$ cat config.mk
export PLATFORM = sky130hd
export DESIGN_NAME = dc_ipu_filter_cubic_apply
export DESIGN_NICKNAME = d
export VERILOG_FILES = /design/src/rtl/dc_ipu_filter_cubic_apply.sv
export SDC_FILE = /design/constraint.sdc
export NUM_CORES = 1
export LEC_CHECK = 0
export ABC_AREA = 1
export CORE_ASPECT_RATIO = 0.6
export CORE_MARGIN = 2
export CORE_UTILIZATION = 60
export CTS_CLUSTER_SIZE = 10
export DETAILED_ROUTE_END_ITERATION = 16
export PLACE_DENSITY = 0.84
export SYNTH_ARGS = -nofsm -noshare
export SYNTH_HDL_FRONTEND = slang
export SYNTH_SLANG_ARGS = --single-unit
$ cat constraint.sdc
create_clock -name clk -period 5.9 [get_ports clk]
set_clock_uncertainty 0.2 [all_clocks]
set_input_delay 0.885 -clock clk [delete_from_list [all_inputs] [get_ports clk]]
set_output_delay 0.885 -clock clk [all_outputs]
set_load 0.02 [all_outputs]
$ cat src/rtl/dc_ipu_filter_cubic_apply.sv
// dc_ipu_filter_cubic_apply: 4-tap cubic interpolation filter apply stage.
// Holds a 4-pixel window, multiplies by per-sample signed weights and rounds
// the weighted sum back to a pixel through a 3-stage pipeline.
// Optional feature macro: DC_IPU_FILTER_CUBIC_APPLY_CLAMP_EN
//   defined   -> result saturates to [0, 2^PIXEL_WIDTH-1]
//   undefined -> result keeps the low PIXEL_WIDTH bits (wraps)
module dc_ipu_filter_cubic_apply #(
  parameter int unsigned PIXEL_WIDTH        = 8,
  parameter int unsigned WEIGHT_WIDTH       = 12,
  parameter int unsigned WEIGHT_FRACT_WIDTH = 10
) (
  input  logic                           clk,
  input  logic                           nreset,
  input  logic                           en,
  input  logic                           in_push,
  input  logic                           in_sol,
  input  logic [PIXEL_WIDTH-1:0]         in_pixel,
  input  logic                           in_fire,
  input  logic signed [WEIGHT_WIDTH-1:0] weights [0:3],
  output logic                           out_valid,
  output logic [PIXEL_WIDTH-1:0]         out_pixel,
  output logic                           err
);

  localparam int unsigned PROD_W = PIXEL_WIDTH + 1 + WEIGHT_WIDTH;
  localparam int unsigned SUM_W  = PROD_W + 2;
  localparam int unsigned RND_W  = SUM_W + 1;
  localparam int unsigned RES_W  = RND_W - WEIGHT_FRACT_WIDTH;
  localparam logic [RND_W-1:0] ROUND_C = RND_W'(1) << (WEIGHT_FRACT_WIDTH - 1);

  logic [PIXEL_WIDTH-1:0]   r_tap [0:3];
  logic                     r_window_ok;
  logic                     r_err;
  logic signed [PROD_W-1:0] r_prod [0:3];
  logic                     r_v0;
  logic signed [SUM_W-1:0]  r_sum;
  logic                     r_v1;
  logic [PIXEL_WIDTH-1:0]   r_pix;
  logic                     r_v2;

  logic signed [PROD_W-1:0] w_prod [0:3];
  logic signed [SUM_W-1:0]  w_sum;
  logic [PIXEL_WIDTH-1:0]   w_res;

  // Products of unsigned taps (zero-extended) with signed weights
  always_comb begin
    for (int i = 0; i < 4; i++) begin
      w_prod[i] = $signed({{(PROD_W - PIXEL_WIDTH){1'b0}}, r_tap[i]}) *
                  $signed({{(PROD_W - WEIGHT_WIDTH){weights[i][WEIGHT_WIDTH-1]}}, weights[i]});
    end
  end

  // Sum of the four products with two guard bits
  always_comb begin
    w_sum = '0;
    for (int i = 0; i < 4; i++) begin
      w_sum = w_sum + $signed({{2{r_prod[i][PROD_W-1]}}, r_prod[i]});
    end
  end

`ifdef DC_IPU_FILTER_CUBIC_APPLY_CLAMP_EN
  logic signed [RES_W-1:0] w_rounded;

  // Round half up, drop fraction, saturate to the pixel range
  always_comb begin
    w_rounded = RES_W'(($signed({r_sum[SUM_W-1], r_sum}) + $signed(ROUND_C)) >>> WEIGHT_FRACT_WIDTH);
    if (w_rounded[RES_W-1]) begin
      w_res = '0;
    end else if (|w_rounded[RES_W-2:PIXEL_WIDTH]) begin
      w_res = '1;
    end else begin
      w_res = w_rounded[PIXEL_WIDTH-1:0];
    end
  end
`else
  // Round half up, drop fraction, keep the low pixel bits
  always_comb begin
    w_res = PIXEL_WIDTH'(($signed({r_sum[SUM_W-1], r_sum}) + $signed(ROUND_C)) >>> WEIGHT_FRACT_WIDTH);
  end
`endif

  // Tap window: shift on push, replicate the pixel on start of line; sticky err
  always_ff @(posedge clk or negedge nreset) begin
    if (!nreset) begin
      for (int i = 0; i < 4; i++) r_tap[i] <= '0;
      r_window_ok <= 1'b0;
      r_err       <= 1'b0;
    end else if (en) begin
      if (in_push) begin
        if (in_sol) begin
          for (int i = 0; i < 4; i++) r_tap[i] <= in_pixel;
          r_window_ok <= 1'b1;
        end else begin
          r_tap[0] <= r_tap[1];
          r_tap[1] <= r_tap[2];
          r_tap[2] <= r_tap[3];
          r_tap[3] <= in_pixel;
        end
      end
      if (in_fire && !r_window_ok) r_err <= 1'b1;
    end
  end

  // Stage 0: register products taken from the pre-push window
  always_ff @(posedge clk or negedge nreset) begin
    if (!nreset) begin
      for (int i = 0; i < 4; i++) r_prod[i] <= '0;
      r_v0 <= 1'b0;
    end else if (en) begin
      for (int i = 0; i < 4; i++) r_prod[i] <= w_prod[i];
      r_v0 <= in_fire;
    end
  end

  // Stage 1: register the accumulated sum
  always_ff @(posedge clk or negedge nreset) begin
    if (!nreset) begin
      r_sum <= '0;
      r_v1  <= 1'b0;
    end else if (en) begin
      r_sum <= w_sum;
      r_v1  <= r_v0;
    end
  end

  // Stage 2: register the rounded output pixel
  always_ff @(posedge clk or negedge nreset) begin
    if (!nreset) begin
      r_pix <= '0;
      r_v2  <= 1'b0;
    end else if (en) begin
      r_pix <= w_res;
      r_v2  <= r_v1;
    end
  end

  assign out_valid = r_v2;
  assign out_pixel = r_pix;
  assign err       = r_err;

endmodule

==> out/qor.yml <==
nets: 3253
first_global_vias: 17000
outcome: "complete, no violations"
dieArea_mm2: 0.0353
cp-end-kind: "flop"
synth_top_area_share_pct: 30.5
initial_core_util_pct: 60.5
max-clock-path-buffers: 2
startpoint: "weights[47]"
synth_area_leader_cell: "fa_1"
criticalPathCategory: "in -> reg"
routed_wl_mm: 50.2
crit_path_max_fanout: 7
setup_viol: 0
worstRegToRegCells: 18
syn_area_mm2: 0.0203
synth.distinct_cells: 41
via_per_inst: 5.26
drt_first_pass_iters: 6
num_vias: 16800
area_delta_synth_final_pct: 7.22
pin_count: 72
relSlewSlack_pct: 42.2
die_y_um: 146
core_mm2: 0.0335
rsz0062_at_grt: "no"
insertedDiodeCount: 0
post_cts_buffers: 0
yosysWarnings: 0
detail_route.wl_per_cell_um: 15.7
grt_pass1_wl_mm: 83.5
clk_pin_slew_ns: 0.06
yosys_register_bits: 126
timing.fmax_mhz: 186
cts_made_buffers: 17
std_cell_rows: 52
register_area_mm2: 0.00315
ys.flop_type: "dfrtp_1"
clock_latency_ns: 0.44
grt_start_max_net_pins: 64
regToRegSetupSlack_ns: 0.84
port_buffers: 71
ctsResizeCount: 0
first_iter_violations: 1483
worst_slew_pin_slew_ns: 0.866
seq_area_frac_synth_pct: 15.6
route.detailed.drc: 0
r2r_end: "r_prod[79]$_DFFE_PN0P_"
arrival_ns: 5.49
cp_data_required_time_ns: 6.03
cts_tree: "done"
synth-edff-count: 0
synth_fp_nets: 3261
antenna_found_initial: 0
postRouteAntennaNets: 0
ctsHoldBuffers: 0
ctsRootBufferMaster: "clkbuf_16"
die_width_um: 241
synthArstFlopShare_pct: 100
maxCapViolations: 0
multi_input_area_mm2: 0.0140
hold_viol_final: 0
routabilityCongestion: 0.930
cts_num_sinks: 126
gr-total-overflow: 0
hp-class: "in -> async"
synthCells: 2734
drive_gt1_share_pct: 2.26
hpwl_mm: 41.8
fin_setup_tns_ns: 0
avgSynthCellArea_um2: 7.41
cp-start-kind: "input pin"
gr-usage-all-layers_pct: 30.1
synth_area_leaders: "fa_1, nand2_1, dfrtp_1"
timing.rr.start: "r_tap[24]$_DFFE_PN0P_"
h-tree-depth: 4
report.final.slew_viol_count: 0
n_fill_cell: 2876
finalCritPeriodShare_pct: 90.9
period_minus_slack_ns: 5.36
-- cells in the mapped netlist (12+ instances only) --
cell type and number:
nand3_1 102, xor2_1 12, a21oi_1 110, nand4_1 15
a31oi_1 15, ha_1 156, clkbuf_2 26, fa_1 309
dfrtp_1 126, nor2_1 76, inv_1 702, clkbuf_1 61
nand2_1 847, xnor2_1 25, buf_2 13, o21ai_0 50
-- metrics by stage --
step	std cells	hold slack (ns)	utilization [%]	instance area [µm²]	worst slack [ns]
global route	3198	0.0726	64.9	21700	0.264
CTS	3198	0.0691	64.9	21700	0.610
detailed placement	3166	0.258	63.1	21100	0.164
global placement	3166	0.249	63.1	21100	0.197
floorplan	2734	0.223	-	20300	1.24
finish	3198	0.0732	64.9	21700	0.535
-- how the worst max path moves through the flow --
stage	endpoint	slack, ns
finish	r_prod[79]$_DFFE_PN0P_	0.54
global placement	r_prod[79]$_DFFE_PN0P_	0.20
CTS	r_prod[79]$_DFFE_PN0P_	0.61
detailed placement	r_prod[79]$_DFFE_PN0P_	0.16
floorplan	r_prod[37]$_DFFE_PN0P_	1.24
global route	r_prod[79]$_DFFE_PN0P_	0.26
-- per-layer routing --
metal / global-route usage [%] / up-vias / routed length (µm)
met2: 44.0 / 729 / 21500
met3: 9.42 / 70 / 5620
met4: 6.76 / 0 / 860
met5: 0 / - / 0
met1: 44.0 / 8043 / 22200
li1: - / 7993 / -
-- cells in the final DEF, fill, tap and decap left out, drive strengths merged, types with 10 or more instances in the layout --
| cell type | count |
|---|---|
| nand4 | 15 |
| a21oi | 110 |
| clkbuf | 17 |
| fa | 309 |
| or2 | 10 |
| inv | 707 |
| nand2 | 851 |
| o21ai | 62 |
| nand3 | 104 |
| xor2 | 12 |
| dfrtp | 126 |
| buf | 10 |
| a31oi | 15 |
| nor2 | 78 |
| clkdlybuf4s50 | 69 |
| ha | 156 |
| xnor2 | 25 |
-- area by class of cell --
cell class,instances,area share (%)
Multi-Input combinational cell,1798,64.5
Sequential cell,126,14.5
Inverter,704,12.2
Timing Repair Buffer,79,3.52
Tap cell,459,2.64
Clock buffer,17,1.96
Clock inverter,15,0.748
-- flip-flops by register name (all words and copies together), names as in the netlist --
name,count
r_v0,1
r_window_ok,1
r_sum,9
r_v1,1
r_prod,72
r_tap,32
out_valid,1
err,1
out_pixel,8
-- critical path, cell delays in order --
cell             delay, ns
clkdlybuf4s50_1       0.55
nand2_1               0.18
inv_1                 0.11
fa_1                  0.72
inv_1                 0.15
fa_1                  0.50
inv_1                 0.05
fa_1                  0.54
inv_1                 0.06
fa_1                  0.47
inv_1                 0.04
ha_1                  0.36
inv_1                 0.11
nor3_1                0.29
nand3_1               0.19
nand3_1               0.12
nand2_1               0.05
nand3_1               0.06
nand2_1               0.06
-- cell families after synthesis --
logic type,synth area share [%]
flops,15.6
fa+ha+maj,40.1
buf+inv,15.3
compound gates,5.46
xor+xnor,1.60
simple gates,21.5
mux,0.444
Power is not shown: default switching activity piles up to over one toggle a cycle in this logic, so the estimate is an artifact.
